$ cat src/rtl/cp0_access_sched.sv
// Arbitrates the single CP0 register-file port between pipeline MTC0/MFC0
// and the multi-step exception-entry and ERET read-modify-write sequences.
module cp0_access_sched (
    input  logic        clk,
    input  logic        rst_n,
    input  logic        pipe_write_en,
    input  logic        pipe_read_en,
    input  logic [7:0]  pipe_addr,
    input  logic [31:0] pipe_write_data,
    output logic [31:0] pipe_read_data,
    output logic        pipe_read_valid,
    input  logic        exc_req,
    input  logic [4:0]  exc_code,
    input  logic [31:0] exc_pc,
    input  logic        exc_in_ds,
    input  logic        exc_has_badv,
    input  logic [31:0] exc_badv,
    output logic        exc_ack,
    input  logic        eret_req,
    output logic        eret_ack,
    output logic        stall,
    output logic        rf_en,
    output logic        rf_we,
    output logic [7:0]  rf_addr,
    output logic [31:0] rf_wdata,
    input  logic [31:0] rf_rdata
);

    localparam int unsigned AW = 8;
    localparam int unsigned DW = 32;
    localparam int unsigned CW = 5;

    localparam logic [AW-1:0] ADDR_BADV   = 8'h40;
    localparam logic [AW-1:0] ADDR_STATUS = 8'h60;
    localparam logic [AW-1:0] ADDR_CAUSE  = 8'h68;
    localparam logic [AW-1:0] ADDR_EPC    = 8'h70;

    typedef enum logic [3:0] {
        S_IDLE   = 4'd0,
        S_PRD    = 4'd1,
        S_X_BADV = 4'd2,
        S_X_EPC  = 4'd3,
        S_X_CRD  = 4'd4,
        S_X_CWR  = 4'd5,
        S_X_SRD  = 4'd6,
        S_X_SWR  = 4'd7,
        S_E_SRD  = 4'd8,
        S_E_SWR  = 4'd9
    } state_t;

    state_t        state;
    state_t        state_nxt;

    logic [CW-1:0] code_q;
    logic [DW-1:0] pc_q;
    logic          in_ds_q;
    logic          has_badv_q;
    logic [DW-1:0] badv_q;

    logic          accept_win;

    // IDLE and PRD are the only states that look at new requests
    assign accept_win = (state == S_IDLE) || (state == S_PRD);

    always_ff @(posedge clk or negedge rst_n) begin
        if (!rst_n) begin
            state <= S_IDLE;
        end else begin
            state <= state_nxt;
        end
    end

    // Exception context captured on acceptance, used by the later write steps
    always_ff @(posedge clk or negedge rst_n) begin
        if (!rst_n) begin
            code_q     <= '0;
            pc_q       <= '0;
            in_ds_q    <= 1'b0;
            has_badv_q <= 1'b0;
            badv_q     <= '0;
        end else if (accept_win && exc_req) begin
            code_q     <= exc_code;
            pc_q       <= exc_pc;
            in_ds_q    <= exc_in_ds;
            has_badv_q <= exc_has_badv;
            badv_q     <= exc_badv;
        end
    end

    always_comb begin
        state_nxt = state;
        case (state)
            S_IDLE, S_PRD: begin
                if (exc_req) begin
                    state_nxt = exc_has_badv ? S_X_BADV : S_X_EPC;
                end else if (eret_req) begin
                    state_nxt = S_E_SRD;
                end else if (!pipe_write_en && pipe_read_en) begin
                    state_nxt = S_PRD;
                end else begin
                    state_nxt = S_IDLE;
                end
            end
            S_X_BADV: state_nxt = S_X_EPC;
            S_X_EPC:  state_nxt = S_X_CRD;
            S_X_CRD:  state_nxt = S_X_CWR;
            S_X_CWR:  state_nxt = S_X_SRD;
            S_X_SRD:  state_nxt = S_X_SWR;
            S_X_SWR:  state_nxt = S_IDLE;
            S_E_SRD:  state_nxt = S_E_SWR;
            S_E_SWR:  state_nxt = S_IDLE;
            default:  state_nxt = S_IDLE;
        endcase
    end

    // Everything is gated by rst_n so outputs drop the instant reset asserts
    always_comb begin
        rf_en           = 1'b0;
        rf_we           = 1'b0;
        rf_addr         = '0;
        rf_wdata        = '0;
        pipe_read_data  = '0;
        pipe_read_valid = 1'b0;
        exc_ack         = 1'b0;
        eret_ack        = 1'b0;
        stall           = 1'b0;
        if (rst_n) begin
            case (state)
                S_IDLE, S_PRD: begin
                    if (state == S_PRD) begin
                        pipe_read_valid = 1'b1;
                        pipe_read_data  = rf_rdata;
                    end
                    stall = exc_req || eret_req;
                    if (!exc_req && !eret_req) begin
                        if (pipe_write_en) begin
                            rf_en    = 1'b1;
                            rf_we    = 1'b1;
                            rf_addr  = pipe_addr;
                            rf_wdata = pipe_write_data;
                        end else if (pipe_read_en) begin
                            rf_en   = 1'b1;
                            rf_addr = pipe_addr;
                        end
                    end
                end
                S_X_BADV: begin
                    stall    = 1'b1;
                    rf_en    = 1'b1;
                    rf_we    = 1'b1;
                    rf_addr  = ADDR_BADV;
                    rf_wdata = badv_q;
                end
                S_X_EPC: begin
                    stall    = 1'b1;
                    rf_en    = 1'b1;
                    rf_we    = 1'b1;
                    rf_addr  = ADDR_EPC;
                    rf_wdata = in_ds_q ? (pc_q - DW'(4)) : pc_q;
                end
                S_X_CRD: begin
                    stall   = 1'b1;
                    rf_en   = 1'b1;
                    rf_addr = ADDR_CAUSE;
                end
                S_X_CWR: begin
                    stall    = 1'b1;
                    rf_en    = 1'b1;
                    rf_we    = 1'b1;
                    rf_addr  = ADDR_CAUSE;
                    rf_wdata = {in_ds_q, rf_rdata[30:7], code_q, rf_rdata[1:0]};
                end
                S_X_SRD, S_E_SRD: begin
                    stall   = 1'b1;
                    rf_en   = 1'b1;
                    rf_addr = ADDR_STATUS;
                end
                S_X_SWR: begin
                    stall    = 1'b1;
                    rf_en    = 1'b1;
                    rf_we    = 1'b1;
                    rf_addr  = ADDR_STATUS;
                    rf_wdata = {rf_rdata[31:2], 1'b1, rf_rdata[0]};
                    exc_ack  = 1'b1;
                end
                S_E_SWR: begin
                    stall    = 1'b1;
                    rf_en    = 1'b1;
                    rf_we    = 1'b1;
                    rf_addr  = ADDR_STATUS;
                    rf_wdata = {rf_rdata[31:2], 1'b0, rf_rdata[0]};
                    eret_ack = 1'b1;
                end
                default: begin
                    stall = 1'b1;
                end
            endcase
        end
    end

endmodule

$ cat config.mk
export PLATFORM = sky130hd
export DESIGN_NAME = cp0_access_sched
export DESIGN_NICKNAME = d
export VERILOG_FILES = /design/src/rtl/cp0_access_sched.sv
export SDC_FILE = /design/constraint.sdc
export NUM_CORES = 1
export LEC_CHECK = 0
export ABC_AREA = 1
export BUFFER_PORTS_ARGS = -buffer_cell sky130_fd_sc_hd__buf_2
export CAP_MARGIN = 5
export CELL_PAD_IN_SITES_DETAIL_PLACEMENT = 1
export CELL_PAD_IN_SITES_GLOBAL_PLACEMENT = 1
export CORE_MARGIN = 10
export CORE_UTILIZATION = 32
export DETAILED_ROUTE_END_ITERATION = 10
export PLACE_DENSITY_LB_ADDON = 0.1
export SKIP_LAST_GASP = 1
export SYNTH_ARGS = -nofsm -noshare
export SYNTH_HDL_FRONTEND = slang
export SYNTH_SLANG_ARGS = --single-unit
$ cat constraint.sdc
create_clock -name clk -period 2.2 [get_ports clk]
set_clock_uncertainty 0.15 [all_clocks]
set_input_delay 0.33 -clock clk [delete_from_list [all_inputs] [get_ports clk]]
set_output_delay 0.33 -clock clk [all_outputs]
set_load 0.02 [all_outputs]
==> metrics.yaml, run 1 <==
cpPeakStageDelay_ns: 0.47
synth_cell_type_count: 35
synth_mux_area_frac: 0.0620
grt_pass1_vias: 6760
synth_nets: 912
synth_top_family_by_area: "simple AND/OR/NAND/NOR gates"
n_fill_cell: 1933
path_cells: "nand2_2, inv_2, nand2_2, nand2_4, nor2_4, buf_12, buf_8, o22ai_2, nor2_1, a21oi_2, buf_6"
finalSetupViolations: 74
cts_root_buf: "clkbuf_16"
violations: "negative setup slack"
clk_path_buf_depth: 2
routed_wl_um: 27900
synth-warning-count: 0
h-tree-depth: 3
place_hpwl_um: 18400
synthTopCellsByArea: "dfrtp_1, nor2_1, nand2_1, inv_1, a21oi_1"
yosysSeqAreaShare: 0.364
fin_crit_ns: 2.63
antenna_found_initial: 4
fmax_mhz: 381
hold_viol_final: 0
viasPerCell: 5.02
postRouteAntennaNets: 0
endpoint_kind: "primary output"
fp-row-count: 46
core_area_um2: 15700
multi_input_area_um2: 3600
synth_cells: 762
rsz0062_at_grt: "true"
seq_area_um2: 1860
period_share: 1.19
critPathTopFamily: "simple AND/OR/NAND/NOR gates"
drt_iter0_drc: 381
drive_gt1_frac: 0.539
placed_area_um2: 6930
start_kind: "flip-flop"
ys_ff_latch: 74
place_ws_ns: -0.0847
maxSlewHeadroom: 0.752
synthXorXnorAreaFrac: 0.00172
track_usage: 0.222
clk-insertion-delay-late_ns: 0.36
critPathBufInv: 4
final_common_cell: "buf_2"
ios: 227
crit_path_frequent_cell: "nand2_2"
place_congestion: 0.869
grt_pass1_wl_um: 37600
io_buffers: 226
min-delay-path-class: "in2reg"
worst_pin_slew_ns: 0.369
maxSlewViolCount: 0
dieArea_um2: 21300
chipWidth_um: 146
syn_area_per_cell_um2: 6.68
cts_tree: "done"
ir_drop_uv: 583
wl_per_cell_um: 21.4
p_leak_nw: 4.51
grt_max_degree: 50
cts_made_buffers: 9
crit_path_top_delay_cell: "dfrtp_2"
cap_viol_max_count: 0
route.vias.total: 6542
power_density_nw_per_um2: 1210
drt_first_pass_iters: 4
synth_top_area_cell: "dfrtp_1"
fin_ws_ns: -0.425
final_cell_mix: "buf_2, nand2_1, inv_1"
synth_compound_area_frac: 0.144
yosysTopAreaCellShare: 0.364
postLayoutCellArea_um2: 9300
die_h_um: 146
syn_to_final_growth_pct: 82.8
grt_overflow: 0
cp_max_fo: 8
status: "complete, but fails checks"
worstPathArrival_ns: 2.15
setup.worst_path.class: "reg2out"
synthAdderAreaFrac: 0.00246
synth_area_um2: 5090
final_nets: 1229
drc: 0
start_util: 0.324
synth_simple_gate_area_frac: 0.302
clk_pin_slew_ns: 0.07
crit_required_ns: 1.72
clock_sinks: 74
==> repair_timing <==
| action | in CTS | in global routing |
|---|---|---|
| hold endpoints to repair | 32 | 0 |
| setup buffers | 17 | 11 |
| gates cloned | 4 | 7 |
| hold buffers | 3 | 0 |
| resized for setup | 208 | 261 |
| pin swaps | 35 | 58 |
| setup endpoints to repair | 74 | 77 |
==> per-layer routing <==
layer | global-route usage | share of wire | vias to the layer above
met5 | 0 | 0 | -
met4 | 0.0761 | 0.031 | 0
met3 | 0.0516 | 0.052 | 46
met2 | 0.370 | 0.50 | 224
met1 | 0.274 | 0.41 | 3214
li1 | - | - | 3058
==> registers in the layout, summed over array words and instances, names as in the netlist <==
signal,count
badv_q,32
pc_q,32
code_q,5
state,4
in_ds_q,1
==> report_power, final <==
group          total, mW  switching, mW  leakage, nW  internal (mW)
sequential          2.60          0.565        0.832           2.04
clock               1.54          0.665        0.133          0.875
combinational       7.07           3.96         3.54           3.11
==> cell families (layout without fill, tap and decap cells) <==
family / Yosys count / after routing
flip-flops: 74 / 74
buffers and inverters: 154 / 476
AND/OR/NAND/NOR: 366 / 366
other: 0 / 3
AO/OA/AOI/OAI: 138 / 138
multiplexers: 28 / 28
XOR/XNOR: 1 / 1
adder cells (fa/ha/maj): 1 / 1
==> through the flow <==
stage	hold slack [ns]	power (mW)	util	cells	setup TNS, ns
6_report	0.0315	11.2	0.592	1303	-14.77
3_5_place_dp	0.193	7.31	0.441	1244	-1.33
4_1_cts	0.0275	9.98	0.518	1284	-12.92
5_1_grt	0.0339	11.8	0.592	1303	-20.25
2_1_floorplan	-0.116	5.29	-	762	0
3_3_place_gp	0.189	7.24	0.441	1244	-0.430
==> final timing paths <==
kind	start	to	slack [ns]	cells past startpoint
worst max-delay path	state[1]	rf_wdata[29]	-0.43	11
worst min-delay path	exc_badv[31]	badv_q[31]	0.03	2
worst max register to register	state[2]	pc_q[20]	0.38	9
worst min register to register	badv_q[3]	badv_q[3]	0.34	1
max in group asynchronous	rst_n	state[1]	0.82	4
min in group asynchronous	rst_n	badv_q[8]	0.55	4
==> cells in the mapped netlist <==
cell type	number
a21oi_1	84
a22oi_1	2
a31oi_1	8
a41oi_1	1
and2_1	1
buf_1	1
buf_2	14
buf_4	1
buf_6	4
clkbuf_1	9
dfrtp_1	74
ha_1	1
inv_1	119
inv_2	6
mux2_1	10
mux2_2	18
nand2_1	139
nand2_2	4
nand2_4	1
nand3_1	45
nand3_2	1
nand4_1	8
nor2_1	156
nor2_2	4
nor2_4	4
nor2_8	1
nor3_1	2
o2111ai_1	1
o211ai_1	1
o21a_1	3
o21ai_0	19
o21ai_1	11
o21bai_1	1
o22ai_1	7
xor2_1	1
==> area by class of cell <==
class	count	area share
antenna	3	0.000807
timing repair inverter	1	0.000807
clock buffer	9	0.0242
clock inverter	7	0.00753
inverter	125	0.0533
tap	216	0.0291
multi-input combinational	534	0.387
sequential	74	0.199
timing repair buffer	334	0.298
(Power assumes the default switching activity.)
==> inputs of run 2 (changes only) <==
Settings changed: CAP_MARGIN 5 to 40, PLACE_DENSITY set to 0.86, PLACE_DENSITY_LB_ADDON 0.1 to unset.
==> run 2 against run 1 <==
  * The flow finishes with violations (negative hold slack, negative setup slack)
  * Global-route usage increased by 2.9 points
  * Register-to-register slack got worse by 0.25 ns
  * Wire length increased by 20%
  * Hold slack got worse by 0.41 ns
  * Clock power increased by 4%
  * Total power increased by 2.3%
  * Via count increased by 12%
  * Die area unchanged
  * Sequential power increased by 3%
  * Cell count increased by 2.0%
  * First-iteration DRC count increased by 50%
  * Sequential share of layout area increased by 1.3 points
  * Largest cell class unchanged
  * Largest power group unchanged
==> metrics.yaml, run 2 (synthesized netlist as in run 1, its figures left out) <==
drt_iter0_drc: 570  # +50%
cts_tree: "done"
ir_drop_uv: 503  # -14%
maxSlewViolCount: 0  # unchanged
setup.worst_path.class: "reg2out"
worstPathArrival_ns: 2.38  # +0.23 ns
cp_max_fo: 4  # -4
multi_input_area_um2: 3280  # -8.7%
endpoint_kind: "primary output"
route.vias.total: 7309  # +12%
p_leak_nw: 4.53  # +0.40%
maxSlewHeadroom: 0.643  # -0.108
clk-insertion-delay-late_ns: 0.36  # about the same
place_congestion: 0.926  # +6.6%
drt_first_pass_iters: 8  # +4
chipWidth_um: 146  # unchanged
fin_ws_ns: -0.662  # -0.237 ns
clk_pin_slew_ns: 0.07  # about the same
viasPerCell: 5.50  # +9.5%
post-route-util: 0.556  # -0.0362
cts.hold.buffers_added: 3  # unchanged
place_hpwl_um: 20000  # +8.5%
syn_to_final_growth_pct: 71.6
core_area_um2: 15700  # unchanged
grt_overflow: 0  # unchanged
antenna_found_initial: 13  # +9
seq_area_um2: 1860  # +0.20%
final_cell_mix: "buf_2, buf_4, nor2_1"
m1WireLength_um: 11900  # +3.7%
period_share: 1.30  # +0.108
top_layer_used: "met5"
postRouteAntennaNets: 0  # unchanged
grt_pass1_vias: 7489  # +11%
status: "complete, but fails checks"
place_ws_ns: -0.218  # -0.134 ns
io_buffers: 226  # unchanged
track_usage: 0.250  # +0.0286
wl_per_cell_um: 25.1  # +17%
finalSetupViolations: 75  # +1.4%
fmax_mhz: 349  # -8.3%
violations: "negative hold slack, negative setup slack"
crit_required_ns: 1.72  # about the same
top_regs: "badv_q: 32 flops, pc_q: 32 flops, code_q: 5 flops"
met3WireLength_um: 2940  # +100%
drc: 0  # unchanged
hold_viol_final: 4  # +4
power_density_nw_per_um2: 1310  # +9.0%
n_fill_cell: 1982  # +2.5%
grt_pass1_wl_um: 42200  # +12%
worst_pin_slew_ns: 0.535  # +0.166 ns
ios: 227  # unchanged
rrSetupSlack_ns: 0.13  # -0.25 ns
wl_met2_um: 16200  # +15%
drive_gt1_frac: 0.498  # -0.0410
start_kind: "flip-flop"
cap_viol_max_count: 0  # unchanged
start_util: 0.324  # unchanged
min-delay-path-class: "in2async"
routed_wl_um: 33400  # +20%
rsz0062_at_grt: "true"
tns_ns: -25.27  # -10.50 ns
clock_sinks: 74  # unchanged
dieArea_um2: 21300  # unchanged
cts_made_buffers: 9  # unchanged
cts_root_buf: "clkbuf_16"
grt_max_degree: 56  # +12%
design_power_total_mw: 11.5  # +2.3%
clk_path_buf_depth: 2  # unchanged
fp-row-count: 46  # unchanged
final_common_cell: "buf_2"
h-tree-depth: 3  # unchanged
hold_slack_ns: -0.375  # -0.407 ns
final_nets: 1248  # +1.5%
die_h_um: 146  # unchanged
fin_crit_ns: 2.86  # +0.237 ns
-- run 2: changes by cell type in the layout (fill, tap and decap cells not counted), sizes merged --
cell,delta
buf,+24
clkbuf,-5
clkinvlp,-1
clkinv,-2
bufbuf,+2
diode,+7
inv,+1
-- run 2: cell type report --
cell class / count / share of cell area
Antenna cell: 10 / 0.00287
Clock buffer: 10 / 0.0274
Clock inverter: 6 / 0.00759
Inverter: 125 / 0.0569
Multi-Input combinational cell: 534 / 0.376
Sequential cell: 74 / 0.213
Tap cell: 216 / 0.0309
Timing Repair Buffer: 354 / 0.285
-- run 2: report_power, final --
| part | switching [mW] | internal, mW | total, mW | leakage, nW |
|---|---|---|---|---|
| Combinational | 4.23 | 2.97 | 7.19 | 3.56 |
| Clock | 0.694 | 0.911 | 1.60 | 0.141 |
| Sequential | 0.630 | 2.04 | 2.67 | 0.829 |
-- run 2: critical path: stages, from the launching register on --
cell and delay [ns]:
dfrtp_1 0.46, buf_6 0.16, nor2_4 0.16, nand2_4 0.10, nor2_4 0.21, buf_6 0.14, buf_4 0.10, nand3_1 0.20
nand3_2 0.19, a31oi_1 0.10, buf_4 0.17
-- run 2: repair_timing --
action	in CTS	in global routing
buffers inserted	14	41
gates resized for setup	167	131
endpoints found under the setup margin	53	76
cloned	2	0
pin swaps	38	55
endpoints found under the hold margin	38	4
-- run 2: metal layers --
layer | global-route usage | up-vias
li1 | - | 3102
met3 | 0.0658 | 175
met5 | 0 | -
met1 | 0.278 | 3539
met4 | 0.127 | 4
met2 | 0.432 | 489
-- run 2: final timing paths --
kind,from,endpoint,depth (start not counted)
setup / recovery,pc_q[3],rf_wdata[11],10
hold / removal,rst_n,badv_q[31],1
setup reg to reg,state[1],pc_q[26],8
hold reg to reg,badv_q[5],badv_q[5],1
max in group asynchronous,rst_n,badv_q[2],3
min in group clk,exc_badv[8],badv_q[8],2
-- run 2: metrics by stage --
step | hold WS, ns | instance area, µm² | std cells
after global routing | -0.380 | 8730 | 1329
after CTS | -0.374 | 7970 | 1281
after global placement | 0.000383 | 6970 | 1251
final | -0.375 | 8730 | 1329
after floorplan | -0.116 | 5090 | 762
after detailed placement | 0.000816 | 6970 | 1251
